==> config.mk <==
export PLATFORM = sky130hd
export DESIGN_NAME = booth_dot_scheduler
export DESIGN_NICKNAME = d
export VERILOG_FILES = /design/src/rtl/booth_dot_scheduler.sv
export SDC_FILE = /design/constraint.sdc
export NUM_CORES = 1
export LEC_CHECK = 0
export ABC_AREA = 1
export BUFFER_PORTS_ARGS = -buffer_cell sky130_fd_sc_hd__buf_2
export CAP_MARGIN = 40
export CORE_MARGIN = 5
export CORE_UTILIZATION = 30
export CTS_CLUSTER_SIZE = 14
export DETAILED_ROUTE_END_ITERATION = 8
export HOLD_SLACK_MARGIN = 0.06
export PLACE_DENSITY = 0.49
export SLEW_MARGIN = 20
export SYNTH_ARGS = -nofsm -noshare
export SYNTH_HDL_FRONTEND = slang
export SYNTH_SLANG_ARGS = --single-unit
==> constraint.sdc <==
create_clock -name clk -period 2.3 [get_ports clk]
set_input_delay 0.115 -clock clk [delete_from_list [all_inputs] [get_ports clk]]
set_output_delay 0.115 -clock clk [all_outputs]
set_load 0.02 [all_outputs]
==> src/rtl/booth_dot_scheduler.sv <==
// Sequences operand pairs through a shared external multiplier and
// accumulates a signed dot product with a sticky overflow flag.
module booth_dot_scheduler #(
    parameter int N     = 4,
    parameter int LEN_W = 4,
    parameter int ACC_W = 2*N+LEN_W
) (
    input  logic               clk,
    input  logic               rst_n,
    input  logic               start,
    input  logic [LEN_W-1:0]   len,
    output logic               busy,
    input  logic               a_valid,
    output logic               a_ready,
    input  logic [N-1:0]       a_x,
    input  logic [N-1:0]       a_y,
    output logic [N-1:0]       mul_x,
    output logic [N-1:0]       mul_y,
    input  logic [2*N-1:0]     mul_z,
    output logic               res_valid,
    input  logic               res_ready,
    output logic [ACC_W-1:0]   res_data,
    output logic               res_ovf
);

    typedef enum logic [2:0] {
        IDLE,
        FETCH,
        MUL,
        ACC,
        DONE
    } state_t;

    state_t state, state_d;

    logic [LEN_W-1:0]        len_q;
    logic [LEN_W-1:0]        count;
    logic [LEN_W-1:0]        count_nx;
    logic signed [2*N-1:0]   prod;
    logic signed [ACC_W-1:0] acc;
    logic signed [ACC_W-1:0] ext;
    logic signed [ACC_W-1:0] sum;
    logic                    ovf;
    logic                    ovf_add;
    logic                    clr;
    logic                    take;
    logic                    last;

    assign count_nx = count + {{(LEN_W-1){1'b0}}, 1'b1};
    assign last     = (count_nx == len_q);

    // Product is sign-extended (or truncated) to the accumulator width.
    assign ext     = ACC_W'(prod);
    assign sum     = acc + ext;
    assign ovf_add = (acc[ACC_W-1] == ext[ACC_W-1]) &&
                     (sum[ACC_W-1] != acc[ACC_W-1]);

    assign busy      = (state != IDLE);
    assign a_ready   = (state == FETCH);
    assign res_valid = (state == DONE);
    assign res_data  = acc;
    assign res_ovf   = ovf;

    always_ff @(posedge clk or negedge rst_n) begin
        if (!rst_n) begin
            state <= IDLE;
        end else begin
            state <= state_d;
        end
    end

    always_comb begin
        state_d = state;
        clr     = 1'b0;
        take    = 1'b0;
        unique case (state)
            IDLE: begin
                if (start) begin
                    clr     = 1'b1;
                    state_d = (len == '0) ? DONE : FETCH;
                end
            end
            FETCH: begin
                if (a_valid) begin
                    take    = 1'b1;
                    state_d = MUL;
                end
            end
            MUL: begin
                state_d = ACC;
            end
            ACC: begin
                state_d = last ? DONE : FETCH;
            end
            DONE: begin
                if (res_ready) begin
                    if (start) begin
                        clr     = 1'b1;
                        state_d = (len == '0) ? DONE : FETCH;
                    end else begin
                        state_d = IDLE;
                    end
                end
            end
            default: begin
                state_d = IDLE;
            end
        endcase
    end

    always_ff @(posedge clk or negedge rst_n) begin
        if (!rst_n) begin
            len_q <= '0;
            count <= '0;
            acc   <= '0;
            ovf   <= 1'b0;
            prod  <= '0;
            mul_x <= '0;
            mul_y <= '0;
        end else begin
            if (clr) begin
                len_q <= len;
                count <= '0;
                acc   <= '0;
                ovf   <= 1'b0;
            end else if (state == ACC) begin
                count <= count_nx;
                acc   <= sum;
                ovf   <= ovf | ovf_add;
            end
            if (take) begin
                mul_x <= a_x;
                mul_y <= a_y;
            end
            if (state == MUL) begin
                prod <= mul_z;
            end
        end
    end

endmodule

==> results of run 1 <==
==> metal layers <==
| layer | up-vias | global-route usage | wire [um] |
|---|---|---|---|
| met5 | - | 0 | 0 |
| met4 | 0 | 0.0356 | 58 |
| met3 | 6 | 0.0302 | 267 |
| met2 | 39 | 0.192 | 2380 |
| met1 | 919 | 0.160 | 2670 |
| li1 | 1068 | - | - |
==> worst max-delay path, cell delays in order, from the launching register on <==
cell	delay (ns)
dfrtp_1	0.39
ha_1	0.21
inv_1	0.06
fa_1	0.43
o21ai_0	0.29
nand2_1	0.08
nand2_1	0.08
a21oi_1	0.05
o21ai_0	0.11
nand2_1	0.07
==> timing repair <==
item / CTS / global route
setup buffers: 0 / 0
hold buffers: 19 / 0
endpoints found under the hold margin: 58 / 0
endpoints found under the setup margin: 0 / 0
resized for setup: 0 / 0
==> cell type report <==
type | instances | area (um2)
fillers | 766 | 4370
multi-input cells | 211 | 1140
flip-flops and latches | 40 | 1000
repair buffers | 69 | 458
well taps | 99 | 124
inverters | 31 | 119
clock buffers | 6 | 82.6
clock inverters | 2 | 38.8
==> state kept, by name, summed over array words and instances (netlist names) <==
| register | flops |
|---|---|
| res_ovf | 1 |
| mul_y | 4 |
| mul_x | 4 |
| prod | 8 |
| count | 4 |
| res_data | 12 |
| state | 3 |
| len_q | 4 |
==> kinds of logic after synthesis <==
kind of cell	after synthesis
xor gates and xnor gates	7
muxes	8
adders and majority gates	13
buffers and inverters	34
DFF	40
AOI/OAI and AO/OA	47
and+or+nand+nor	136
==> path summary, 6_finish.rpt <==
check,to,slack [ns],depth (start not counted)
setup / recovery,res_data[8],0.42,9
max in group asynchronous,mul_y[3],1.59,3
setup reg to reg,res_data[8],0.42,9
hold reg to reg,prod[3],0.48,2
hold / removal,len_q[1],0.09,3
min in group asynchronous,res_data[5],0.26,2
==> report_power, final <==
group          internal, W  switching (W)  total, W
logic             0.000742        0.00125   0.00199
registers          0.00100       0.000211   0.00122
clock network     0.000355       0.000264  0.000619
total              0.00210        0.00172   0.00383
==> Yosys cell counts (2+ instances only) <==
cell	n	area [um2]
xnor2_1	2	17.5
nand2_1	92	345
dfrtp_1	40	1000
buf_2	2	10.0
inv_1	26	97.6
ha_1	12	150
o22ai_1	2	12.5
a21o_1	2	15.0
a22o_1	2	17.5
nor2_2	2	12.5
o21ai_0	18	90.1
inv_2	4	15.0
a21oi_1	17	85.1
o21ai_1	5	25.0
nor2_1	21	78.8
mux2_2	8	90.1
nand3_1	15	75.1
xor2_1	5	43.8
==> per-stage QoR <==
step | power (W) | std cells | hold WS (ns) | area [um2]
after CTS | 0.00389 | 458 | 0.0907 | 2960
after global routing | 0.00424 | 458 | 0.112 | 2960
after detailed placement | 0.00323 | 431 | 0.0462 | 2650
after global placement | 0.00321 | 430 | 0.308 | 2630
final | 0.00383 | 458 | 0.0899 | 2960
after floorplan | 0.00269 | 285 | -0.181 | 2280
==> results.sh, run 1 <==
export IMPL_outcome="complete, no violations"
export IMPL_drt_iter0_drc=70
export IMPL_cap_violations=0
export IMPL_grt_max_degree=29
export IMPL_die_area_um2=9440
export IMPL_hp_start="len[1]"
export IMPL_synth_xor_area_share=0.0269
export IMPL_rsz0062_at_grt="no"
export IMPL_finalMaxSlewViolations=0
export IMPL_period_minus_slack_ns=1.88
export IMPL_final_cell_mix="nand2_1 (92), buf_2 (48), dfrtp_1 (40)"
export IMPL_globalplace_congestion=0.776
export IMPL_syn_inst=285
export IMPL_power_density_nw_per_um2=1290
export IMPL_crit_arrival_ns=2.07
export IMPL_cts_root_buf="clkbuf_8"
export IMPL_grt_overflow=0
export IMPL_async_flop_share=1.00
export IMPL_dp_hpwl_um=4140
export IMPL_pre_cts_slack_ns=0.438
export IMPL_synth_distinct_cells=28
export IMPL_tightestPinTransition_ns=0.543
export IMPL_area_growth_pct=29.9
export IMPL_clkTransAtPathRegs_ns=0.08
export IMPL_io_pins=49
export IMPL_grt_pass1_wl_um=9510
export IMPL_setup_violations=0
export IMPL_clock_sinks=40
export IMPL_vias=2032
export IMPL_synth_seq_area_share=0.439
export IMPL_synth_enable_flop_cells=0
export IMPL_numPortBuffers=48
export IMPL_cts_max_path_buffers=2
export IMPL_cellLeakagePower_nw=1.58
export IMPL_coreArea_um2=7330
export IMPL_hp_class="in2reg"
export IMPL_nNetsFinal=396
export IMPL_avgSynthCellArea_um2=7.99
export IMPL_die_y_um=97.2
export IMPL_synth_top_family_by_area="simple AND/OR/NAND/NOR gates"
export IMPL_die_w_um=97.2
export IMPL_slew_headroom=0.637
export IMPL_ant_nets=0
export IMPL_antenna_found_initial=0
export IMPL_synth_nets=323
export IMPL_synth_ff_type="dfrtp_1"
export IMPL_clkLatencyLatePin_ns=0.30
export IMPL_antenna_cells=0
export IMPL_grt_pass1_vias=2068
export IMPL_tritoncts="yes"
export IMPL_synthMuxAreaShare=0.0395
export IMPL_ir_drop_v=0.000452
export IMPL_initial_core_util=0.311
export IMPL_postLayoutCoreUtil=0.404
export IMPL_synth_area_um2=2280
export IMPL_hold_violations=0
export IMPL_startpoint="res_data[0]"
export IMPL_synth_seq_cells=40
export IMPL_setup_tns_ns=0
export IMPL_remaining_drc_errors=0
export IMPL_drive_gt1_frac=0.212
export IMPL_worst_ep_required_time_ns=2.49
export IMPL_synth_warnings=0
export IMPL_timing_fmax_ghz=0.531
export IMPL_wl_per_cell_um=11.7
export IMPL_critPathMaxFanout=3
export IMPL_fin_worst_skew_ns=0.00307
export IMPL_yosys_area_share_simple=0.247
export IMPL_layout_commonest_cell="nand2_1"
export IMPL_r2r_start="res_data[0]"
export IMPL_cp_start_kind="register"
export IMPL_setup_slack_ns=0.416
export IMPL_htreeDepth=2
export IMPL_globalRouteTotalUtil=0.120
export IMPL_synth_compound_area_frac=0.111
export IMPL_first_pass_iters=4
export IMPL_fin_crit_sh=0.819
export IMPL_cts_buffers=5
export IMPL_crit_type="reg2reg"
export IMPL_synthAdderAreaFrac=0.0747
export IMPL_cp_end_kind="register"
export IMPL_routed_via_density=4.44
export IMPL_num_rows=31
export IMPL_drt_total_wl_um=5370
Note: power is estimated with default switching activity, not from simulation.
==> run 2: changes to the inputs <==
--- a/config.mk
+++ b/config.mk
@@ -5,7 +5,7 @@
 export SDC_FILE = /design/constraint.sdc
 export NUM_CORES = 1
 export LEC_CHECK = 0
-export ABC_AREA = 1
+export ABC_AREA = 0
 export BUFFER_PORTS_ARGS = -buffer_cell sky130_fd_sc_hd__buf_2
 export CAP_MARGIN = 40
 export CORE_MARGIN = 5
@@ -13,7 +13,7 @@
 export CTS_CLUSTER_SIZE = 14
 export DETAILED_ROUTE_END_ITERATION = 8
 export HOLD_SLACK_MARGIN = 0.06
-export PLACE_DENSITY = 0.49
+export PLACE_DENSITY = 0.51
 export SLEW_MARGIN = 20
 export SYNTH_ARGS = -nofsm -noshare
 export SYNTH_HDL_FRONTEND = slang
==> constraint.sdc (replaced) <==
create_clock -name clk -period 1.6 [get_ports clk]
set_input_delay 0.08 -clock clk [delete_from_list [all_inputs] [get_ports clk]]
set_output_delay 0.08 -clock clk [all_outputs]
set_load 0.02 [all_outputs]
==> run 2 against run 1 <==
The flow now finishes with violations (setup timing). Sequential share of layout area down 6.1 points. Via count is 4.0% higher. Power increased by 98%. Wire length up 16%. Core utilization is 10 points higher. Clock-buffer cell count fell by 1. Worst setup slack got worse by 0.87 ns. Synthesized area down 1.8%. Clock skew grew 0.0021 ns. First-iteration DRC count fell by 73%. Flip-flop and latch count did not move. Critical path type unchanged.
==> results.sh, run 2 <==
export IMPL_violations="setup timing"
export IMPL_p_total_w=0.00757
export IMPL_setup_violations=9
export IMPL_hp_class="in2reg"
export IMPL_cts_root_buf="clkbuf_8"
export IMPL_combPwrFrac=0.645
export IMPL_synthTopCellsByArea="dfrtp_1 (45%), mux2_2 (7.5%), ha_1 (6.7%), nand2_1 (5.4%), o21ai_0 (3.6%)"
export IMPL_syn_inst=227
export IMPL_die_area_um2=9290
export IMPL_io_pins=49
export IMPL_wl_per_cell_um=13.7
export IMPL_globalplace_congestion=0.799
export IMPL_worst_ep_required_time_ns=1.79
export IMPL_synth_area_um2=2240
export IMPL_synth_warnings=0
export IMPL_ir_drop_v=0.000941
export IMPL_p_sw_frac=0.405
export IMPL_power_frac_seq=0.240
export IMPL_hp_start="start"
export IMPL_internal_power_w=0.00450
export IMPL_antenna_cells=0
export IMPL_fin_worst_skew_ns=0.00514
export IMPL_fin_crit_sh=1.28
export IMPL_dp_hpwl_um=4490
export IMPL_timing_fmax_ghz=0.487
export IMPL_hold_end="state[2]"
export IMPL_tritoncts="yes"
export IMPL_largest_reg_flops=12
export IMPL_grt_overflow=0
export IMPL_r2r_end="res_data[10]"
export IMPL_vias=2113
export IMPL_die_y_um=96.4
export IMPL_postLayoutCoreUtil=0.504
export IMPL_nNetsFinal=394
export IMPL_area_growth_pct=63.2
export IMPL_clkLatencyLatePin_ns=0.30
export IMPL_clkTransAtPathRegs_ns=0.09
export IMPL_netlist_area_leader_share=0.447
export IMPL_period_minus_slack_ns=2.05
export IMPL_avgSynthCellArea_um2=9.86
export IMPL_power_switching_w=0.00307
export IMPL_cts_buffers=5
export IMPL_hold_violations=0
export IMPL_globalRouteTotalUtil=0.148
export IMPL_setup_tns_ns=-2.61
export IMPL_grt_max_degree=41
export IMPL_whs_path_depth=4
export IMPL_final_cell_mix="buf_4 (52), buf_2 (48), nand2_1 (31), dfrtp_1 (31), dlygate4sd3_1 (23)"
export IMPL_whs_ns=0.261
export IMPL_num_rows=31
export IMPL_fin_area_um2=3650
export IMPL_synth_most_common_cell="dfrtp_1"
export IMPL_r2r_slack_ns=-0.45
export IMPL_crit_type="reg2reg"
export IMPL_power_density_nw_per_um2=2070
export IMPL_r2r_start="prod[0]"
export IMPL_drive_gt1_frac=0.487
export IMPL_synth_seq_area_share=0.447
export IMPL_finalMaxSlewViolations=0
export IMPL_synth_seq_cells=40
export IMPL_cp_start_kind="register"
export IMPL_numPortBuffers=48
export IMPL_slew_headroom=0.644
export IMPL_antenna_found_initial=0
export IMPL_synthTopCellsByCount="dfrtp_1 (40), nand2_1 (32), o21ai_0 (16)"
export IMPL_rsz0062_at_grt="yes"
export IMPL_cp_end_kind="register"
export IMPL_ant_nets=0
export IMPL_htreeDepth=2
export IMPL_worst_r2r_path_depth=10
export IMPL_crit_arrival_ns=2.24
export IMPL_async_flop_share=1.00
export IMPL_synth_nets=265
export IMPL_grt_pass1_vias=2255
export IMPL_drt_iter0_drc=19
export IMPL_p_clk_frac=0.115
export IMPL_grt_pass1_wl_um=10700
export IMPL_cellLeakagePower_nw=1.69
export IMPL_synth_ff_type="dfrtp_1"
export IMPL_cap_violations=0
export IMPL_cts_max_path_buffers=2
export IMPL_startpoint="prod[0]"
export IMPL_tightestPinTransition_ns=0.534
export IMPL_drt_total_wl_um=6230
export IMPL_yosys_area_top_type="dfrtp_1"
export IMPL_remaining_drc_errors=0
export IMPL_dpl_instance_area_um2=3110
export IMPL_first_pass_iters=4
export IMPL_layout_commonest_cell="buf_4"
export IMPL_coreArea_um2=7250
export IMPL_initial_core_util=0.309
export IMPL_synth_distinct_cells=45
export IMPL_setup_slack_ns=-0.454
export IMPL_outcome="finished with violations"
export IMPL_clock_sinks=40
export IMPL_die_w_um=96.4
export IMPL_synth_enable_flop_cells=0
export IMPL_critPathMaxFanout=2
export IMPL_routed_via_density=4.63
==> run 2: worst max-delay path by stage <==
stage                     slack (ns)  cells past startpoint      endpoint
after floorplan                -0.38                      8  res_data[11]
after detailed placement       -0.48                     10  res_data[10]
after CTS                      -0.48                     10  res_data[10]
final                          -0.45                     10  res_data[10]
after global routing           -0.60                     12   res_data[8]
after global placement         -0.45                     10  res_data[10]
==> run 2: kinds of logic after synthesis <==
kind of cell | share of synthesized area
and+or+nand+nor | 0.171
AOI/OAI and AO/OA | 0.147
DFF | 0.447
muxes | 0.0844
buffers and inverters | 0.0274
adders and majority gates | 0.0760
xor gates and xnor gates | 0.0470
==> run 2: metal layers <==
metal / share of wire / GRT usage
met3: 0.060 / 0.0356
met4: 0.016 / 0.0421
met5: 0 / 0
met1: 0.44 / 0.185
met2: 0.49 / 0.254
==> run 2: final cells by class <==
cell class,instances,area (um2)
inverters,8,30.0
repair buffers,129,946
fillers,700,3600
clock buffers,5,68.8
multi-input cells,172,1430
clock inverters,3,46.3
flip-flops and latches,40,1010
well taps,99,124
==> run 2: what timing repair did <==
| action | 4_1_cts | 5_1_grt |
|---|---|---|
| pin swaps | 8 | 15 |
| endpoints found under the hold margin | 62 | 0 |
| buffers inserted | 6 | 4 |
| hold buffers | 23 | 0 |
| gates resized for setup | 16 | 15 |
| setup endpoints to repair | 10 | 19 |
==> run 2: power groups by stage <==
stage                     clock network [W]  logic (W)  registers, W
after global routing               0.000947    0.00536       0.00189
after detailed placement                  0    0.00422       0.00185
after global placement                    0    0.00417       0.00183
after floorplan                           0    0.00240       0.00207
after CTS                          0.000900    0.00454       0.00183
final                              0.000868    0.00488       0.00182
==> run 2: worst max-delay path: stages, from the launching register on <==
cell and delay, ns:
dfrtp_1 0.43, ha_4 0.18, inv_2 0.05, fa_2 0.19, nor2b_2 0.05, o21ai_1 0.12
nand2b_1 0.09, a21o_1 0.22, a2111oi_4 0.34, mux2i_1 0.22, nand2_1 0.06
==> run 2: stage by stage <==
stage | worst slack, ns | cells
after floorplan | -0.376 | 227
after global placement | -0.452 | 416
after detailed placement | -0.481 | 416
after CTS | -0.475 | 453
after global routing | -0.598 | 456
final | -0.454 | 456
==> run 3: changes to the inputs <==
==> constraint.sdc (replaced) <==
create_clock -name clk -period 1.6 [get_ports clk]
set_input_delay 0.32 -clock clk [delete_from_list [all_inputs] [get_ports clk]]
set_output_delay 0.32 -clock clk [all_outputs]
set_load 0.02 [all_outputs]
==> run 3 against run 2 <==
The flow still finishes with violations (setup timing). Clock power fell by 16%. Global-route usage fell by 0.74 points. Wire length fell by 3.5%. Register-to-register slack got worse by 0.02 ns. Largest power group unchanged. Clock skew rose by 0.0070 ns. Critical path depth fell by 2. Cell area fell by 3.6%. Highest routed layer unchanged.
==> results.sh, run 3 (synthesis gave the netlist of run 2 again) <==
export IMPL_ir_drop_v=0.000868
export IMPL_nNetsFinal=377
export IMPL_top_usage_layer="met2"
export IMPL_routed_via_density=4.68
export IMPL_initial_core_util=0.309
export IMPL_layout_commonest_cell="buf_4"
export IMPL_period_minus_slack_ns=2.07
export IMPL_grt_pass1_wl_um=10300
export IMPL_cellLeakagePower_nw=1.63
export IMPL_grtUsageMet2=0.225
export IMPL_drive_gt1_frac=0.544
export IMPL_grt_max_degree=28
export IMPL_clkLatencyLatePin_ns=0.29
export IMPL_die_y_um=96.4
export IMPL_hp_start="len[0]"
export IMPL_critPathMaxFanout=4
export IMPL_globalRouteTotalUtil=0.141
export IMPL_finalMaxSlewViolations=0
export IMPL_setup_violations=9
export IMPL_cts_root_buf="clkbuf_8"
export IMPL_largest_reg_flops=12
export IMPL_tightestPinTransition_ns=0.402
export IMPL_power_density_nw_per_um2=2130
export IMPL_coreArea_um2=7250
export IMPL_grt_pass1_vias=2190
export IMPL_crit_arrival_ns=2.29
export IMPL_cp_start_kind="register"
export IMPL_dp_hpwl_um=4540
export IMPL_cp_end_kind="register"
export IMPL_rsz0062_at_grt="yes"
export IMPL_first_pass_iters=4
export IMPL_cts_buffers=5
export IMPL_clkTransAtPathRegs_ns=0.08
export IMPL_drt_iter0_drc=40
export IMPL_hold_violations=0
export IMPL_numPortBuffers=48
export IMPL_final_cell_mix="buf_4 (55), buf_2 (47), nand2_1 (30), dfrtp_1 (30), mux2_2 (15)"
export IMPL_startpoint="prod[7]"
export IMPL_r2r_slack_ns=-0.47
export IMPL_die_area_um2=9290
export IMPL_drt_total_wl_um=6010
export IMPL_vias=2053
export IMPL_die_w_um=96.4
export IMPL_critPathCapture="res_data[11]"
export IMPL_slew_headroom=0.730
export IMPL_r2r_start="prod[7]"
export IMPL_area_growth_pct=57.4
export IMPL_remaining_drc_errors=0
export IMPL_cts_max_path_buffers=2
export IMPL_multi_input_area_um2=1470
export IMPL_r2r_end="res_data[11]"
export IMPL_outcome="finished with violations"
export IMPL_fin_crit_sh=1.29
export IMPL_regArea_um2=1010
export IMPL_num_rows=31
export IMPL_antenna_found_initial=0
export IMPL_use_met3=0.0372
export IMPL_violations="setup timing"
export IMPL_setup_slack_ns=-0.470
export IMPL_cap_violations=0
export IMPL_ant_nets=0
export IMPL_fill_cells=702
export IMPL_pre_cts_slack_ns=-0.442
export IMPL_worst_ep_required_time_ns=1.82
export IMPL_clock_sinks=40
export IMPL_hp_class="in2reg"
export IMPL_timing_fmax_ghz=0.483
export IMPL_antenna_cells=0
export IMPL_grt_overflow=0
export IMPL_htreeDepth=2
export IMPL_io_pins=49
export IMPL_crit_type="reg2reg"
export IMPL_worst_r2r_path_depth=8
export IMPL_setup_tns_ns=-2.26
export IMPL_tritoncts="yes"
export IMPL_whs_path_depth=3
export IMPL_grt_use_met1=0.190
export IMPL_wl_per_cell_um=13.7
export IMPL_fin_worst_skew_ns=0.0121
export IMPL_globalplace_congestion=0.829
-- run 3: cell count changes in the layout (fill, tap and decap cells not counted), sizes merged --
cell / previous run / this run
buf: 106 / 111
clkbuf: 5 / 6
bufinv: 1 / 0
dlygate4sd3: 23 / 1
clkinvlp: 1 / 2
inv: 9 / 8
-- run 3: final cells by class --
type	count	share of cell area
Tap cell	99	0.0352
Clock buffer	6	0.0234
Clock inverter	2	0.00426
Timing Repair Buffer	112	0.223
Multi-Input combinational cell	172	0.418
Sequential cell	40	0.288
Inverter	8	0.00852
-- run 3: routing by layer --
layer,up-vias,wire length (um)
li1,1017,-
met1,986,2820
met2,44,2800
met3,6,330
met4,0,60
met5,-,0
-- run 3: what timing repair did --
item / 4_1_cts / 5_1_grt
endpoints found under the setup margin: 10 / 21
hold buffers: 1 / 0
buffers inserted: 10 / 8
resized for setup: 20 / 24
pin swaps: 14 / 16
endpoints found under the hold margin: 13 / 0
-- run 3: stage by stage --
stage                     std cells  hold WS (ns)   util  area (um2)  total power, W
after floorplan                 227        0.0244      -        2390         0.00447
after global placement          414         0.259  0.429        3110         0.00599
after detailed placement        414         0.262  0.429        3110         0.00603
after CTS                       431         0.223  0.462        3350         0.00712
after global routing            439         0.231  0.486        3520         0.00809
final                           439         0.231  0.486        3520         0.00749
-- run 3: worst max-delay path, stage by stage (launching register included) --
cell and delay (ns):
dfrtp_2 0.46, buf_6 0.14, ha_4 0.25, nor4b_4 0.14
a2111oi_4 0.34, a21oi_2 0.11, xnor2_1 0.14, or3_1 0.36
o21ai_2 0.06
-- run 3: report_power, final --
part / leakage (nW) / internal (W) / switching (W) / total (W)
clock: 0.0434 / 0.000350 / 0.000378 / 0.000727
combinational: 1.09 / 0.00258 / 0.00237 / 0.00495
sequential: 0.488 / 0.00146 / 0.000355 / 0.00181
total: 1.63 / 0.00439 / 0.00310 / 0.00749
-- run 3: worst min path at each step --
stage                     slack (ns)        to
after global placement          0.26   prod[6]
after global routing            0.23  len_q[0]
after detailed placement        0.26   prod[6]
after floorplan                 0.02  count[0]
final                           0.23  len_q[0]
after CTS                       0.22  len_q[2]
